File: config.mk
export PLATFORM = sky130hd
export DESIGN_NAME = cache_fill_fsm
export DESIGN_NICKNAME = d
export VERILOG_FILES = /design/src/rtl/cache_pkg.sv /design/src/rtl/add_16bit.sv /design/src/rtl/fill_counter.sv /design/src/rtl/cache_fill_fsm.sv
export SDC_FILE = /design/constraint.sdc
export NUM_CORES = 1
export LEC_CHECK = 0
export ABC_AREA = 0
export CELL_PAD_IN_SITES_DETAIL_PLACEMENT = 0
export CELL_PAD_IN_SITES_GLOBAL_PLACEMENT = 1
export CORE_MARGIN = 2
export CORE_UTILIZATION = 26
export CTS_CLUSTER_SIZE = 30
export DETAILED_ROUTE_END_ITERATION = 10
export PLACE_DENSITY_LB_ADDON = 0.1
export SETUP_SLACK_MARGIN = 0.4
export SLEW_MARGIN = 10
export SYNTH_ARGS = -nofsm -noshare
export SYNTH_HDL_FRONTEND = slang
export SYNTH_SLANG_ARGS = --single-unit
File: constraint.sdc
create_clock -name clk -period 2.7 [get_ports clk]
set_input_delay 0.405 -clock clk [delete_from_list [all_inputs] [get_ports clk]]
set_output_delay 0.405 -clock clk [all_outputs]
set_load 0.005 [all_outputs]
File: src/rtl/cache_pkg.sv
// Shared cache-controller definitions: block geometry and the fill/idle state type.
package cache_pkg;

  localparam int LINE_WORDS = 8;
  localparam int OFS_W      = 3;
  localparam int ADDR_W     = 16;

  // Byte-offset mask for one block of 16-bit words: OFS_W word bits plus one byte bit.
  function automatic logic [31:0] block_ofs_mask(input int ofs_w);
    return (32'd1 << (ofs_w + 1)) - 32'd1;
  endfunction

  // Shared with the write-back and arbiter logic.
  typedef enum logic {
    IDLE = 1'b0,
    FILL = 1'b1
  } fill_state_e;

endpackage

File: src/rtl/add_16bit.sv
// Plain address adder; the carry-out is dropped so addresses wrap at the top of memory.
module add_16bit #(
  parameter int W = 16
) (
  input  logic [W-1:0] a,
  input  logic [W-1:0] b,
  output logic [W-1:0] sum
);

  assign sum = a + b;

endmodule

File: src/rtl/fill_counter.sv
// Small up-counter with synchronous clear and increment enable; clear takes priority.
module fill_counter #(
  parameter int W = 4
) (
  input  logic         clk,
  input  logic         rst,
  input  logic         clr,
  input  logic         inc,
  output logic [W-1:0] count
);

  logic [W-1:0] count_d;
  logic [W-1:0] count_q;

  // Next count: clear at the start of a fill, otherwise step on each handshake.
  always_comb begin
    count_d = count_q;
    if (clr) begin
      count_d = '0;
    end else if (inc) begin
      count_d = count_q + W'(1);
    end
  end

  // Count register with synchronous reset.
  always_ff @(posedge clk) begin
    if (rst) begin
      count_q <= '0;
    end else begin
      count_q <= count_d;
    end
  end

  assign count = count_q;

endmodule

File: src/rtl/cache_fill_fsm.sv
// Cache miss fill controller: fetches one block word by word over a pipelined
// memory port, writes each word into the data array and the tag on the last word.
module cache_fill_fsm
  import cache_pkg::*;
#(
  parameter int LINE_WORDS = cache_pkg::LINE_WORDS,
  parameter int ADDR_W     = cache_pkg::ADDR_W,
  parameter int OFS_W      = cache_pkg::OFS_W
) (
  input  logic              clk,
  input  logic              rst,
  input  logic              miss_detected,
  input  logic [ADDR_W-1:0] miss_address,
  input  logic              mem_ready,
  input  logic              memory_data_valid,
  input  logic [15:0]       memory_data,
  output logic              fsm_busy,
  output logic              mem_read_en,
  output logic [ADDR_W-1:0] memory_address,
  output logic              write_data_array,
  output logic [OFS_W-1:0]  fill_word_offset,
  output logic [15:0]       fill_data,
  output logic              write_tag_array,
  output logic [ADDR_W-1:0] fill_base
);

  localparam int CW = OFS_W + 1;
  localparam logic [CW-1:0]     FULL_CNT   = CW'(LINE_WORDS);
  localparam logic [CW-1:0]     LAST_CNT   = CW'(LINE_WORDS - 1);
  localparam logic [ADDR_W-1:0] ALIGN_MASK = ~ADDR_W'(block_ofs_mask(OFS_W));

  fill_state_e       state_q;
  fill_state_e       state_d;
  logic [ADDR_W-1:0] fill_base_q;
  logic [ADDR_W-1:0] fill_base_d;

  logic [CW-1:0]     req_cnt;
  logic [CW-1:0]     rcv_cnt;
  logic              active;
  logic              start;
  logic              req_pending;
  logic              req_fire;
  logic              rcv_fire;
  logic              last_word;
  logic [ADDR_W-1:0] req_byte_ofs;
  logic [ADDR_W-1:0] next_addr;

  // Reset forces every strobe low in the same cycle, even while the state flop still says FILL.
  assign active      = (state_q == FILL) && !rst;
  assign start       = (state_q == IDLE) && miss_detected;
  assign req_pending = active && (req_cnt < FULL_CNT);
  assign req_fire    = req_pending && mem_ready;
  assign rcv_fire    = active && (rcv_cnt < FULL_CNT) && memory_data_valid;
  assign last_word   = rcv_fire && (rcv_cnt == LAST_CNT);

  fill_counter #(.W(CW)) u_req_cnt (
    .clk   (clk),
    .rst   (rst),
    .clr   (start),
    .inc   (req_fire),
    .count (req_cnt)
  );

  fill_counter #(.W(CW)) u_rcv_cnt (
    .clk   (clk),
    .rst   (rst),
    .clr   (start),
    .inc   (rcv_fire),
    .count (rcv_cnt)
  );

  // Words are two bytes, so the request offset is the request count shifted left by one.
  assign req_byte_ofs = ADDR_W'({req_cnt, 1'b0});

  add_16bit #(.W(ADDR_W)) u_addr_add (
    .a   (fill_base_q),
    .b   (req_byte_ofs),
    .sum (next_addr)
  );

  // Next state: capture the aligned block on a miss, return to idle once the last word lands.
  always_comb begin
    state_d     = state_q;
    fill_base_d = fill_base_q;
    case (state_q)
      IDLE: begin
        if (miss_detected) begin
          state_d     = FILL;
          fill_base_d = miss_address & ALIGN_MASK;
        end
      end
      FILL: begin
        if (last_word) begin
          state_d = IDLE;
        end
      end
      default: state_d = IDLE;
    endcase
  end

  // State and captured block base, synchronously reset.
  always_ff @(posedge clk) begin
    if (rst) begin
      state_q     <= IDLE;
      fill_base_q <= '0;
    end else begin
      state_q     <= state_d;
      fill_base_q <= fill_base_d;
    end
  end

  assign fsm_busy         = active;
  assign mem_read_en      = req_pending;
  assign memory_address   = active ? next_addr : '0;
  assign write_data_array = rcv_fire;
  assign fill_word_offset = rcv_fire ? rcv_cnt[OFS_W-1:0] : '0;
  assign fill_data        = memory_data;
  assign write_tag_array  = last_word;
  assign fill_base        = active ? fill_base_q : '0;

endmodule

After elaboration in Yosys (flattened, before gate mapping) --
Index checks and enable logic that the tools add are counted.
Word-level totals: input bits 37, register bits 21, word-level logic and storage cells 27
Cells by class: bitwise logic cells 1, reduce and logical (&&, ||, !) cells 10, add/sub/neg operators 3, muxes and demuxes 6, equality and inequality tests 1, magnitude comparators 2
Operators by type and width (number):
- $mux W16 | 2
- $add A16 B5 Y16 | 1
- $add A4 B1 Y4 const B | 2
- $lt A4 B4 Y1 const B | 2
- $logic_and A1 B1 Y1 | 7
- $eq A4 B3 Y1 const B | 1
- $mux W3 | 1
- $mux W1 | 2
- $pmux W1 S2 | 1
- $reduce_and A2 Y1 | 1
- $reduce_or A2 Y1 | 1
- $logic_not A1 Y1 | 1
- $not A1 Y1 | 1

Logic depth before layout (Yosys ltp) --
word-level depth 7, depth in mapped cells 6, mapped depth without buffers 4

By module --
From an unflattened synthesis, not the netlist that was laid out.
Unflattened totals: cell total of the unflattened synthesis 258, area, all modules 2082.0 um^2
By module, submodules not included:
- cache_fill_fsm | times used 1, area an instance 873.3 um^2, cells an instance 117
- add_16bit | times used 1, area an instance 853.3 um^2, cells an instance 107
- fill_counter | times used 2, area an instance 177.7 um^2, cells an instance 17

Worst setup path after synthesis --
No wires, ideal clock.
kind flip-flop to output port, start register u_req_cnt.count_q[3] (netlist: u_req_cnt.count[3]), end output port memory_address[15], slack 974 ps, stages on the path, launching flop included 5, required time 2295 ps, arrival time 1321 ps, path through dfxtp_1 -> ha_1 -> nand4_1 -> nor4_1 -> mux2_2
On the way: cells in the longest elaborated chain, start to end 2
RTL lines:
- from (decl) | line fill_counter.sv:13 | logic [W-1:0] count_q;
- from (signal assigned) | line fill_counter.sv:30 | count_q <= count_d;
- $add A16 B5 Y16 | line add_16bit.sv:10 | assign sum = a + b;
- $mux W16 | line cache_fill_fsm.sv:114 | assign memory_address = active ? next_addr : '0;
- to (decl) | line cache_fill_fsm.sv:19 | output logic [ADDR_W-1:0] memory_address,
No other way between the ends.

Final worst setup path --
start register fill_base_q[4], end output port memory_address[15]
On the way: cells in the longest elaborated chain, start to end 2
RTL lines:
- from (decl) | line cache_fill_fsm.sv:34 | logic [ADDR_W-1:0] fill_base_q;
- from (signal assigned) | line cache_fill_fsm.sv:108 | fill_base_q <= fill_base_d;
- $add A16 B5 Y16 | line add_16bit.sv:10
- $mux W16 | line cache_fill_fsm.sv:114
No other way between the ends.

==> results by group <==
Outcome
  – Outcome: finished, final reports clean

GRT
  – GRT overflow: 0
  – Vias in the first global route: between 1,000 and 1,500
  – GRT Util Overall: approximately an eighth
  – Pin count of the biggest net entering global routing: 14
  – Initial antenna violation count: 0
  – First-pass GRT wire length: between 6000 and 7000 microns

Die
  – I/O pins: 92
  – Core area: slightly above 5000 sq um
  – Die Y: between 70 and 80 microns
  – Die width: just under 80 microns
  – Starting Density: 27.1%
  – Die Footprint: a little under 6000 sq um
  – Standard-cell row count: 26

Timing
  – Setup Skew: between 4 and 5 ps
  – RSZ-0062 raised after global routing: yes
  – Worst-margin pin slew: 519 ps
  – Final Setup Violations: 0
  – Endpoints failing hold: 0
  – Max-slew violations: 0
  – Final min period: roughly 2400 ps
  – Fin Setup TNS: 0 ps
  – Top achievable clock speed: approximately 0.42 GHz
  – Final period utilization: 88.1%
  – Slew headroom: approximately two thirds

Final layout
  – N_diodes: 0
  – Final Net Count: 270
  – Register area: around 440 sq um
  – Synthesis-to-finish area growth: 46.6%
  – Most common cell after layout, fill and taps aside: clkdlybuf4s50_1
  – Ratio of cells with drive above 1 in the final layout: approximately 18%
  – Leading cell types in the layout, fill and taps excluded: clkdlybuf4s50_1 (41), nand2_1 (31), a21oi_1 (19), nor2_1 (16), and2_1 (15)
  – Fillers: between 500 and 600
  – Cell Count, Final, Fillers Out: slightly below 300
  – Multi-input combinational cell area: about 840 sq um

Place
  – Final HPWL DP: 2740 microns
  – I/O Buffers: 50
  – Dpl cells: 287
  – Gp weighted congestion: around 0.8

Setup path
  – CP max stage cell: clkdlybuf4s50_1
  – CP Class: reg -> out
  – Slowest Stage Delay on Critical Path: approximately 440 ps
  – Req. time, crit path: around 2300 ps
  – Number of buffers and inverters on the critical path: 2
  – R2R setup slack: about 1200 ps
  – CP Launch Type: flop
  – Worst-path cell chain: ha_4 -> nand4_1 -> buf_6 -> nor4_4 -> mux2_4 -> clkdlybuf4s50_1
  – Critical path endpoint category: primary output
  – Worst-path maximum fanout: 6
  – CP arrival: about 2000 ps
  – Kind of cell adding the most delay to the critical path: buffers and inverters

Clock tree
  – Inserted Clock Buffers: 3
  – Clock sink count: 21
  – Cell at the root of the clock tree: clkbuf_8
  – Latest clock arrival within the worst-skew pair: ~260 ps
  – CTS H-tree lvls: 1
  – CTS tree: built
  – Post-CTS Hold Buffers: 0
  – CTS clk-pin slew, worst paths: 80 ps
  – Clock buffer depth: 2

Power
  – Pwr dens: between 300 and 400 nW/um^2
  – P_leak: approximately 0.8 nW
  – VDD IR-drop max: ~0.15 mV

Drt
  – Via-to-Cell Ratio: ~4.4
  – DRT Pass-1 Iters: 4
  – Post-route ant nets: 0
  – Vias: roughly 1,300
  – WL per Instance: ~12 microns
  – Final WL: 3650 microns
  – DRC viols: 0
  – DRT iter0 DRCs: 75

Synth
  – Yosys warnings: 0
  – Unique masters post-synth: 31
  – Post-Syn Area per Cell: 7.50 sq um
  – FF+latch count, synth: 21
  – Post-Syn Instances: around 190
  – Register area share after synthesis: a little under a third
  – Syn Std Cell Area: between 1000 and 1500 sq um

Worst hold path
  – Min-delay worst type: reg -> reg

Job
  – Maxcap violations: 0
[stage by stage]
stage          utilization (%)  power [mW]  setup WS (ps)  cell area (sq um)  hold slack (ps)
2_1_floorplan                -       0.417            974               1410              441
5_1_grt                   39.8       0.691            230               2050              498
4_1_cts                   39.1       0.668            251               2010              485
3_5_place_dp              35.9       0.452            185               1850              471
3_3_place_gp              35.9       0.450            233               1850              460
6_report                  39.8       0.656            321               2050              482
[timing repair]
| action | 4_1_cts | 5_1_grt |
|---|---|---|
| setup endpoints to repair | 31 | 11 |
| cloned | 0 | 0 |
| pin swaps | 2 | 0 |
| endpoints found under the hold margin | 0 | 0 |
| gates resized for setup | 27 | 7 |
| buffers inserted | 5 | 2 |
[path summary, 6_finish.rpt]
| check | cells after the start | endpoint | from |
|---|---|---|---|
| setup / recovery | 6 | memory_address[15] | fill_base_q[4]$_SDFFE_PP0P_ |
| hold / removal | 2 | fill_base_q[15]$_SDFFE_PP0P_ | fill_base_q[15]$_SDFFE_PP0P_ |
| setup reg to reg | 3 | u_rcv_cnt.count[2]$_SDFFE_PP0N_ | state_q$_SDFF_PP0_ |
| hold reg to reg | 2 | fill_base_q[15]$_SDFFE_PP0P_ | fill_base_q[15]$_SDFFE_PP0P_ |
[per-layer routing]
metal	part of all wire (%)	routed length (microns)	global-route usage, %
met1	45	1650	14.9
met5	0	0	0
met3	7.0	256	3.29
met4	1.2	43	4.46
met2	47	1710	20.7
[flip-flops by register name, indices dropped and copies added, names as in the netlist]
signal           count
u_rcv_cnt.count      4
state_q              1
fill_base_q         12
u_req_cnt.count      4
[cell usage after synthesis, drive strengths merged]
cell type | count | share of area [%]
nand2 | 31 | 8.3
buf | 26 | 13
dfxtp | 21 | 30
a21oi | 20 | 7.2
and2 | 16 | 7.3
nor2 | 16 | 4.3
inv | 7 | 1.9
o21ai | 6 | 2.2
or3 | 6 | 2.7
ha | 4 | 3.6
xnor2 | 4 | 2.5
clkbuf | 3 | 0.81
mux2 | 3 | 2.4
nand2b | 3 | 1.3
nand4 | 3 | 2.2
nor3 | 3 | 1.1
and3 | 2 | 0.90
nand3 | 2 | 0.72
nand4bb | 2 | 2.8
xor2 | 2 | 1.3
a31oi | 1 | 0.45
a41oi | 1 | 0.63
and4bb | 1 | 0.90
conb | 1 | 0.27
nor2b | 1 | 0.45
nor4 | 1 | 0.45
[worst min-delay path: cells and delay by family (launching register included)]
| family | cells | cell delay [ps] |
|---|---|---|
| flip-flops | 1 | 330 |
| AO/OA/AOI/OAI | 1 | 50 |
| AND/OR/NAND/NOR | 1 | 60 |
[final cells by class]
cell class / count / area share (%)
clock inverter: 1 / 0.245
clock buffer: 3 / 2.02
inverter: 7 / 1.41
sequential: 21 / 21.3
multi-input combinational: 133 / 41.1
timing repair buffer: 63 / 29.7
tap: 70 / 4.28
[kinds of logic (layout without fill, tap and decap cells)]
group                    Yosys count  after routing  share of synthesized area [%]
XOR/XNOR                           6              6                           3.77
multiplexers                       3              3                           2.42
AO/OA/AOI/OAI                     28             28                           10.4
buffers and inverters             36             74                           16.0
adder cells (fa/ha/maj)            4              4                           3.59
flip-flops                        21             21                           30.1
other                              1              5                          0.269
AND/OR/NAND/NOR                   87             87                           33.5
[report_power, final]
group	switching (mW)	internal (mW)
combinational	0.0493	0.0602
sequential	0.0187	0.321
clock	0.104	0.103
total	0.172	0.484
(Power assumes the default switching activity.)
